<file path="src/rtl/md_issue_ctrl.sv">
// -----------------------------------------------------------------------------
// md_issue_ctrl
//
// Issue and sequencing controller for the multiply/divide datapath of the
// pipelined MIPS core. It sits at the E stage and does the following:
//   - decodes the E-stage HI/LO operation;
//   - issues a one-cycle start to the MD datapath;
//   - times the operation latency with a private down-counter;
//   - stalls the D stage for any HI/LO-touching instruction while the unit is
//     occupied;
//   - masks new issue (and mthi/mtlo writes) while an exception/interrupt flush
//     request is high.
//
// Parameters:
//   MULT_CYCLES  busy cycles for mult/multu (1..15)
//   DIV_CYCLES   busy cycles for div/divu   (1..15)
//
// Ports:
//   clk        clock
//   reset      synchronous, active-high reset
//   req        exception/interrupt flush request; masks issue this cycle
//   e_valid    E-stage instruction valid
//   e_op       E-stage HI/LO op:
//                0 none, 1 mult, 2 multu, 3 div, 4 divu, 5 mthi, 6 mtlo,
//                7 reserved (treated as none)
//   d_md_use   D-stage instruction touches HI/LO
//   md_start   one-cycle issue pulse (the datapath samples operands this cycle)
//   md_op      op latched at issue, held until the next issue
//   hi_we      mthi write pulse
//   lo_we      mtlo write pulse
//   md_done    one-cycle pulse in the final busy cycle
//   busy       operation in flight
//   stall_d    stall the D stage
//   proto_err  sticky flag: an E-stage MD/MT op arrived while busy
//
// Optional build macro MD_PERF_EN adds two free-running 32-bit counters:
//   perf_stall  cycles with stall_d high
//   perf_ops    number of md_start pulses
// -----------------------------------------------------------------------------
module md_issue_ctrl #(
  parameter int unsigned MULT_CYCLES = 5,
  parameter int unsigned DIV_CYCLES  = 10
) (
  input  logic        clk,
  input  logic        reset,
  input  logic        req,
  input  logic        e_valid,
  input  logic [2:0]  e_op,
  input  logic        d_md_use,
  output logic        md_start,
  output logic [2:0]  md_op,
  output logic        hi_we,
  output logic        lo_we,
  output logic        md_done,
  output logic        busy,
  output logic        stall_d,
  output logic        proto_err
`ifdef MD_PERF_EN
  ,
  output logic [31:0] perf_stall,
  output logic [31:0] perf_ops
`endif
);

  typedef enum logic {
    IDLE = 1'b0,
    BUSY = 1'b1
  } state_t;

  localparam logic [3:0] MULT_LAT = 4'(MULT_CYCLES);
  localparam logic [3:0] DIV_LAT  = 4'(DIV_CYCLES);

  state_t     state;
  logic [3:0] cnt;

  logic       is_md;
  logic       is_mt;
  logic       is_mul;
  logic       issue_ok;
  logic [3:0] lat;

  // Op decode. Ops 0 and 7 fall out of every class, so they never act.
  assign is_md  = (e_op >= 3'd1) && (e_op <= 3'd4);
  assign is_mt  = (e_op == 3'd5) || (e_op == 3'd6);
  assign is_mul = (e_op == 3'd1) || (e_op == 3'd2);
  assign lat    = is_mul ? MULT_LAT : DIV_LAT;

  // Anything that commits from the E stage must be valid, must not be flushed,
  // and may only be accepted while the unit is free.
  assign issue_ok = e_valid & ~req & (state == IDLE);

  assign md_start = issue_ok & is_md;
  assign hi_we    = issue_ok & (e_op == 3'd5);
  assign lo_we    = issue_ok & (e_op == 3'd6);

  // md_start is included so that the D-stage instruction already stalls in
  // the issue cycle, before busy has risen.
  assign stall_d  = d_md_use & (md_start | busy);

  // NOTE: sequential state is updated with non-blocking assignments so that
  // every register samples the pre-edge values of its neighbours.
  always_ff @(posedge clk) begin
    if (reset) begin
      state     <= IDLE;
      cnt       <= '0;
      md_op     <= '0;
      busy      <= 1'b0;
      md_done   <= 1'b0;
      proto_err <= 1'b0;
    end else begin
      case (state)
        IDLE: begin
          if (md_start) begin
            state   <= BUSY;
            md_op   <= e_op;
            cnt     <= lat;
            busy    <= 1'b1;
            // A one-cycle latency finishes in the very first busy cycle.
            md_done <= (lat == 4'd1);
          end
        end

        BUSY: begin
          if (cnt == 4'd1) begin
            state   <= IDLE;
            cnt     <= '0;
            busy    <= 1'b0;
            md_done <= 1'b0;
          end else begin
            cnt     <= cnt - 4'd1;
            // md_done is registered: raise it for the cycle in which cnt
            // will read 1, i.e. the last busy cycle.
            md_done <= (cnt == 4'd2);
          end
          // A correct pipeline stalls HI/LO users in D, so any MD/MT op that
          // reaches E now is a protocol violation. The op itself is dropped
          // because issue_ok is low in BUSY.
          if (e_valid && (is_md || is_mt)) begin
            proto_err <= 1'b1;
          end
        end

        default: begin
          state <= IDLE;
          busy  <= 1'b0;
        end
      endcase
    end
  end

`ifdef MD_PERF_EN
  always_ff @(posedge clk) begin
    if (reset) begin
      perf_stall <= '0;
      perf_ops   <= '0;
    end else begin
      if (stall_d) perf_stall <= perf_stall + 32'd1;
      if (md_start) perf_ops  <= perf_ops + 32'd1;
    end
  end
`endif

endmodule

</file>
<file path="config.mk">
export PLATFORM = sky130hd
export DESIGN_NAME = md_issue_ctrl
export DESIGN_NICKNAME = d
export VERILOG_FILES = /design/src/rtl/md_issue_ctrl.sv
export SDC_FILE = /design/constraint.sdc
export NUM_CORES = 1
export LEC_CHECK = 0
export BUFFER_PORTS_ARGS = -buffer_cell sky130_fd_sc_hd__buf_2
export CAP_MARGIN = 0
export CORE_UTILIZATION = 43
export DETAILED_ROUTE_END_ITERATION = 6
export PLACE_DENSITY = 0.67
export SLEW_MARGIN = 0
export SYNTH_ARGS = -nofsm -noshare
export SYNTH_HDL_FRONTEND = slang
export SYNTH_SLANG_ARGS = --single-unit
</file>
<file path="constraint.sdc">
create_clock -name clk -period 3.9 [get_ports clk]
set_input_delay 0 -clock clk [delete_from_list [all_inputs] [get_ports clk]]
set_output_delay 0 -clock clk [all_outputs]
set_load 0.01 [all_outputs]
</file>
; ---- Word level (Yosys, flattened, before mapping)
; Cells that the tools add are included.
[word_totals]
reg_bits = 11
out_inout_bits = 10
elab_cells = 48
[op_classes]
n_addsub = 1
order_cmp = 2
eq_ne = 9
n_mux = 13
bitwise = 9
reduce_logical = 8
[op_table]
columns = cell, n
row1 = 4-bit 2-to-1 mux, 3
row2 = 4-bit by 1-bit == test with 1-bit output (second input constant), 2
row3 = 4-bit case mux with 2 select lines, 1
row4 = 1-bit AND, 6
row5 = 3-bit == test (second input constant), 2
row6 = 1-bit 2-to-1 mux, 6
row7 = 1-bit case mux with 2 select lines, 3
row8 = 2-bit AND reduction, 3
row9 = 4-bit by 2-bit == test with 1-bit output (second input constant), 1
row10 = 4-bit by 1-bit subtractor with 4-bit output (second input constant), 1
row11 = 3-bit by 1-bit == test with 1-bit output (second input constant), 1
row12 = 3-bit by 2-bit == test with 1-bit output (second input constant), 1
row13 = 3-bit by 1-bit >= comparator with 1-bit output (second input constant), 1
row14 = 3-bit <= comparator (second input constant), 1
row15 = 1-bit logical OR, 3
row16 = 1-bit logical AND, 2
row17 = 2-bit by 1-bit != test with 1-bit output (second input constant), 1
row18 = 2-bit != test (second input constant), 1
row19 = 1-bit NOT, 2
row20 = 1-bit OR, 1

; ---- Logic depth before layout (Yosys ltp)
; Gate-level depths: netlist of run 1.
[depth]
word_depth = 6
mapped_depth = 6
mapped_depth_nobuf = 5

; ---- Least setup slack after synthesis of run 1
; No wires, ideal clock.
[synth_path]
path_type = register -> register
start = register state
end = register md_op[0]
setup_time_ps = 132
arrival_time_ps = 1099
required_ps = 3768
slack_ps = 2669
path_stages_with_launch = 4
path_buffers = 0
cell_sequence = dfxtp_1 > or3b_2 > o31ai_1 > a21oi_1
[synth_via]
elab_chain_cells = 4
[synth_rtl]
columns = element, line
row1 = from (decl), 73  ; state_t state;
row2 = from (signal assigned), 104  ; state <= IDLE;
row3 = from (signal assigned), 114  ; state <= BUSY;
row4 = from (signal assigned), 125  ; state <= IDLE;
row5 = 1-bit NOT *, -
row6 = 1-bit AND, 90  ; assign issue_ok = e_valid & ~req & (state == IDLE);
row7 = 1-bit AND, 92  ; assign md_start = issue_ok & is_md;
row8 = 2-bit AND reduction (no source line) *, -
row9 = to (signal assigned), 115  ; md_op <= e_op;
row10 = to (decl), 51  ; output logic [2:0] md_op,
; Every way passes the cells marked *; elsewhere a longest branch is shown, timed or not.
; A chain may end at the register's enable or synchronous reset.

; ---- Worst setup path in the final report of run 1
[layout_path]
start = register state
end = output stall_d
[layout_via]
elab_chain_cells = 5
[layout_rtl]
columns = element, line
row1 = 1-bit NOT, -
row2 = 1-bit AND, 90
row3 = 1-bit AND, 92
row4 = 1-bit OR, 98  ; assign stall_d = d_md_use & (md_start | busy);
row5 = 1-bit AND, 98
row6 = to (decl), 56  ; output logic stall_d,
; Every way passes these cells.

==> out/results.tsv, run 1 <==
stage	metric	value	unit
run_status	status	finished, final reports clean	
setup_path	arrival	1.81	ns
worst_hold_path	hp-start	reset	
flow_run	cap_violations	0	
synth	synth.ff_latch_count	11	
setup_path	critPathCaptureType	output pin	
place	portBuffers	17	
sta	rsz0062_at_grt	false	
routing	dr_total_vias	640	
clocking	cts_max_path_buffers	2	
power	p_per_area	331	nW/um^2
sta	slew_headroom	58.6	%
floorplan	num_rows	14	
routing	drt_iter0_markers	23	
sta	clock_skew	0.000615	ns
finish	regArea	220	um^2
grt	grtUsageTotal	17.5	%
sta	finalMaxSlewViolations	0	
floorplan	dieArea	1830	um^2
setup_path	worstRegToRegCells	4	
setup_path	cp_top_family	simple AND/OR/NAND/NOR gates	
floorplan	chipHeight	42.7	um
grt	antenna_found_initial	0	
sta	finalSetupTns	0	ns
routing	via_per_inst	5.87	
clocking	path_clk_slew	0.07	ns
worst_hold_path	hold_depth	2	
routing	drtAntennaViolNets	0	
routing	post-route-drc-count	0	
setup_path	timing.rr.end	cnt[3]	
floorplan	io_pins	18	
worst_hold_path	hp-class	in -> reg	
setup_path	critical_path_buf_inv_count	2	
setup_path	reg2reg_from	state	
floorplan	core	1520	um^2
power	p_leak	0.338	nW
sta	post-route-min-period	1.81	ns
grt	grt_pass1_wl	2470	um
clocking	cts-resized-gates	0	
routing	drt_first_pass_iters	4	
grt	grt-ovfl-total	0	
setup_path	cp_slowest_cell	nor3b_1	
synth	synth_fp_nets	89	
sta	tightest_slew	0.619	ns
sta	max_freq	553	MHz
routing	wl_per_cell	12.9	um
finish	diodes	0	
synth	syn_inst	78	
power	peakVddDrop	195	uV
finish	syn_to_final_growth	11.9	%
worst_hold_path	worstHoldEndpoint	state	
setup_path	slowest_delay	0.59	ns
clocking	cts_tree	built	
place	gp_congestion	0.782	
grt	grt_max_degree	14	
setup_path	cp_cell_sequence	nor3b_1 -> nand3_2 -> inv_2 -> o21a_1 -> buf_2	
sta	period_share	46.4	%
clocking	clock_sinks	11	
synth	syn_area	713	um^2
clocking	cts_hold_buf	0	
clocking	h-tree-depth	1	
finish	drive_gt1_share	29.0	%
setup_path	setup.worst_path.start_class	flip-flop	
clocking	cts_made_buffers	3	
finish	mostFrequentLayoutCells	17 x buf_2, 11 x dfxtp_1, 5 x inv_1, 4 x nand3_1, 4 x a21oi_1	
clocking	post_cts_buffers	0	
setup_path	crit_path_max_fanout	13	
sta	setup_viol	0	
grt	grt_pass1_vias	562	
routing	routed_wirelength	1400	um
finish	fill_cells	147	
synth	ys_seq_area_share	30.9	%
clocking	clkLatencyLatePin	0.26	ns
setup_path	r2r_slack	2.39	ns
synth	yosysUniqueCellTypes	41	
finish	fin_nets	105	
finish	final_common_cell	buf_2	
place	dp_hpwl	1110	um
sta	fin_hold_ws	0.0237	ns
finish	fin_util	52.4	%
place	placed_cell_area	772	um^2
setup_path	required	3.90	ns
floorplan	die_w	42.7	um
clocking	cts_root_buf	clkbuf_4	
sta	finalHoldViolCount	0	
setup_path	crit_type	reg -> out	
finish	multi_input_comb_area	424	um^2
synth	avgSynthCellArea	9.14	um^2
synth	ys_warn_count	0	
finish	stdcell_area	798	um^2
floorplan	start_util	46.8	%
[synth_stat cells]
| cell | number | area share (%) |
|---|---|---|
| and3_1 | 1 | 0.88 |
| a221o_1 | 1 | 1.4 |
| or3_4 | 1 | 1.6 |
| nand4_1 | 1 | 0.88 |
| o32ai_1 | 1 | 1.2 |
| nand2_1 | 3 | 1.6 |
| nor3_1 | 2 | 1.4 |
| and2_1 | 1 | 0.88 |
| buf_2 | 1 | 0.70 |
| o31ai_1 | 3 | 3.2 |
| mux2i_1 | 1 | 1.4 |
| xor2_1 | 1 | 1.2 |
| nand3_1 | 4 | 2.8 |
| nor2b_1 | 2 | 1.8 |
| a32o_1 | 1 | 1.4 |
| o211a_1 | 1 | 1.4 |
| o21ai_0 | 1 | 0.70 |
| o21ai_2 | 1 | 1.2 |
| o21a_1 | 3 | 3.2 |
| ha_1 | 3 | 5.3 |
| a31oi_4 | 1 | 3.0 |
| a32oi_1 | 1 | 1.2 |
| a211oi_1 | 1 | 1.1 |
| inv_2 | 1 | 0.53 |
| inv_1 | 5 | 2.6 |
| o311a_1 | 1 | 1.4 |
| nand3_2 | 1 | 1.4 |
| nand2b_1 | 1 | 0.88 |
| a311o_1 | 1 | 1.4 |
| clkbuf_1 | 1 | 0.53 |
| o31a_1 | 2 | 2.5 |
| nor2_1 | 3 | 1.6 |
| a2111oi_2 | 1 | 2.1 |
| buf_6 | 3 | 4.7 |
| buf_1 | 1 | 0.53 |
| a41oi_1 | 1 | 1.2 |
| or3b_2 | 1 | 1.2 |
| a311oi_1 | 1 | 1.2 |
| a21oi_1 | 4 | 2.8 |
| dfxtp_1 | 11 | 31 |
| nor3b_1 | 3 | 3.2 |
[worst register-to-register path, delay by kind of cell, from the launching register on]
| kind | cells | cell delay [ns] |
|---|---|---|
| AND/OR/NAND/NOR | 2 | 0.75 |
| flip-flops | 1 | 0.44 |
| buffers and inverters | 1 | 0.14 |
| AO/OA/AOI/OAI | 1 | 0.07 |
[registers in the layout (all words and copies together) (netlist names)]
name,count
proto_err,1
state,1
cnt,4
busy,1
md_op,3
md_done,1
[kinds of logic after synthesis]
group                      after synthesis  synth area share (%)
DFF                                     11                  30.9
and+or+nand+nor                         24                  20.0
AOI/OAI and AO/OA                       26                  31.6
adders and majority gates                3                  5.26
xor gates and xnor gates                 1                  1.23
muxes                                    1                  1.40
buffers and inverters                   12                  9.65
[how the worst max path moves through the flow]
stage,start,endpoint,slack (ns),cells past startpoint
floorplan,state,md_op[0],2.67,3
global placement,state,lo_we,2.47,4
detailed placement,state,stall_d,2.36,5
CTS,state,stall_d,2.07,5
global route,state,hi_we,1.91,4
finish,state,stall_d,2.09,5
[cell type report]
type / instances / area share (%)
clock buffer: 4 / 3.29
timing repair buffer: 17 / 10.7
inverter: 6 / 2.82
sequential: 11 / 27.6
multi-input combinational: 55 / 53.1
tap: 16 / 2.51
[layer usage]
layer  up-vias  GRT usage (%)  part of all wire, %
li1        325              -                    -
met1       288           26.9                   50
met2        25           23.6                   42
met3         2           1.28                  7.2
met4         0           9.38                 0.78
met5         -              0                    0
[through the flow]
stage	std cells	total power, W	worst slack (ns)
finish	109	0.000264	2.09
detailed placement	105	0.000191	2.36
global placement	105	0.000191	2.47
global route	109	0.000280	1.91
floorplan	78	0.000178	2.67
CTS	109	0.000267	2.07
[power breakdown]
part / switching, W / leakage, nW / total [W] / internal, W
Sequential: 0.00000873 / 0.0897 / 0.000128 / 0.000119
Clock: 0.0000355 / 0.0150 / 0.0000750 / 0.0000395
Combinational: 0.0000344 / 0.233 / 0.0000609 / 0.0000264
No activity file was read; power rests on OpenSTA's default activity.
==> run 2: changes to the inputs <==
- clock period: 3.9 -> 1.7 ns (I/O delays scaled with it)
==> run 2 against run 1 <==
Die area unchanged. First-iteration DRC count down 17%. Global-route usage up 0.43 points. Critical path type unchanged. Clock skew up 0.0012 ns. Sequential cell count unchanged. Wire length up 7.6%. Core utilization up 1.3 points.
==> out/results.tsv, run 2 (synthesized netlist as in run 1, its figures left out) <==
stage	metric	value	unit	change
grt	grt_pass1_vias	562		unchanged
setup_path	setup.worst_path.start_class	flip-flop		
finish	mostFrequentLayoutCells	17 x buf_2, 11 x dfxtp_1, 5 x inv_1, 4 x nand3_1, 4 x a21oi_1		
power	p_leak	0.351	nW	+3.8%
place	portBuffers	17		unchanged
finish	regArea	220	um^2	unchanged
floorplan	core	1520	um^2	unchanged
finish	regMostFlops	cnt		
grt	grt-ovfl-total	0		unchanged
grt	use_met3	1.70	%	+0.43 points
floorplan	io_pins	18		unchanged
sta	tightest_slew	0.374	ns	-0.246 ns
routing	wl_per_cell	13.6	um	+5.7%
sta	max_freq	674	MHz	
finish	syn_to_final_growth	14.7	%	
setup_path	r2r_slack	0.32	ns	-2.07 ns
grt	grt_pass1_wl	2530	um	+2.2%
floorplan	num_rows	14		unchanged
clocking	path_clk_slew	0.07	ns	about the same
clocking	cts_max_path_buffers	2		unchanged
sta	post-route-min-period	1.48	ns	
setup_path	reg2reg_from	state		
grt	use_met1	24.9	%	-2.0 points
run_status	status	finished, final reports clean		
sta	rsz0062_at_grt	false		
finish	largest_register_ff_count	4		unchanged
finish	fin_nets	107		+1.9%
clocking	h-tree-depth	1		unchanged
sta	clock_skew	0.00185	ns	+0.00124 ns
power	p_per_area	758	nW/um^2	+130%
sta	finalMaxSlewViolations	0		unchanged
routing	routed_wirelength	1510	um	+7.6%
grt	grt_max_degree	10		-4
sta	slew_headroom	75.0	%	+16 points
finish	fin_util	53.7	%	+1.3 points
setup_path	crit_type	reg -> out		
setup_path	required	1.70	ns	-2.20 ns
sta	finalSetupTns	0	ns	unchanged
setup_path	critical_path.startpoint	state		
sta	period_share	87.3	%	
flow_run	cap_violations	0		unchanged
grt	use_met2	27.3	%	+3.6 points
routing	via_per_inst	5.86		-0.27%
clocking	cts_root_buf	clkbuf_4		
routing	drt_first_pass_iters	4		unchanged
sta	setup_viol	0		unchanged
routing	drt_iter0_markers	19		-17%
power	peakVddDrop	581	uV	+200%
clocking	cts_tree	built		
clocking	clock_sinks	11		unchanged
floorplan	start_util	46.8	%	unchanged
floorplan	chipHeight	42.7	um	unchanged
finish	diodes	0		unchanged
sta	finalHoldViolCount	0		unchanged
setup_path	critical_path.endpoint	lo_we		
routing	dr_total_vias	650		+1.6%
setup_path	worstRegToRegCells	3		-1
place	dp_hpwl	1160	um	+4.8%
grt	grt-busiest-layer	met2		
floorplan	dieArea	1830	um^2	unchanged
setup_path	crit_path_max_fanout	6		-7
finish	multi_input_comb_area	429	um^2	+1.2%
setup_path	arrival	1.48	ns	-0.33 ns
grt	grtUsageTotal	17.9	%	+0.43 points
finish	fill_cells	148		+0.68%
floorplan	die_w	42.7	um	unchanged
clocking	cts_made_buffers	3		unchanged
grt	antenna_found_initial	0		unchanged
setup_path	timing.rr.end	md_op[1]		
finish	top_regs	cnt: 4 flops, md_op: 3 flops		
clocking	clkLatencyLatePin	0.26	ns	about the same
finish	final_common_cell	buf_2		
setup_path	critPathCaptureType	output pin		
routing	post-route-drc-count	0		unchanged
worst_hold_path	hp-class	in -> reg		
finish	drive_gt1_share	31.6	%	+2.5 points
place	gp_congestion	0.836		+6.9%
routing	drtAntennaViolNets	0		unchanged
clocking	cts_hold_buf	0		unchanged
## run 2: layout make-up
cell class,count,share of cell area [%]
Multi-Input combinational cell,55,52.4
Sequential cell,11,26.9
Timing Repair Buffer,19,12.2
Clock buffer,4,3.21
Inverter,6,2.75
Tap cell,16,2.45
## run 2: worst min path at each step
| stage | startpoint | to | slack, ns | depth (start not counted) |
|---|---|---|---|---|
| finish | reset | md_op[1] | 0.02 | 2 |
| global route | reset | md_op[1] | 0.02 | 2 |
| detailed placement | d_md_use | stall_d | 0.29 | 3 |
| CTS | reset | md_op[1] | 0.006 | 2 |
| floorplan | d_md_use | stall_d | 0.11 | 1 |
| global placement | d_md_use | stall_d | 0.28 | 3 |
## run 2: power breakdown
part | switching [W] | internal (W) | leakage [nW]
sequential | 0.0000174 | 0.000274 | 0.0897
clock | 0.0000901 | 0.0000907 | 0.0150
combinational | 0.0000836 | 0.0000648 | 0.246
total | 0.000191 | 0.000429 | 0.351
## run 2: critical path: stages (launching register included)
cell and delay (ns):
dfxtp_1 0.38, nor3b_2 0.27, buf_4 0.16, nand2_1 0.06
nor3b_1 0.19, buf_2 0.15
## run 2: metrics by stage
step | cell area [um^2] | std cells | power (W) | worst slack (ns) | hold WS [ns]
6_report | 818 | 111 | 0.000620 | 0.215 | 0.0168
5_1_grt | 818 | 111 | 0.000653 | 0.130 | 0.0224
4_1_cts | 813 | 111 | 0.000624 | 0.108 | 0.00590
3_5_place_dp | 787 | 107 | 0.000443 | 0.357 | 0.287
3_3_place_gp | 787 | 107 | 0.000440 | 0.380 | 0.284
2_1_floorplan | 713 | 78 | 0.000407 | 0.469 | 0.112
## run 2: layer usage
metal | vias up | part of all wire (%)
li1 | 328 | -
met1 | 302 | 51
met2 | 18 | 45
met3 | 2 | 3.6
met4 | 0 | 0.60
met5 | - | 0
## run 2: what timing repair did
action                     in CTS  in global routing
resized for setup               0                  1
setup endpoints to repair       0                  1
buffers inserted                0                  0
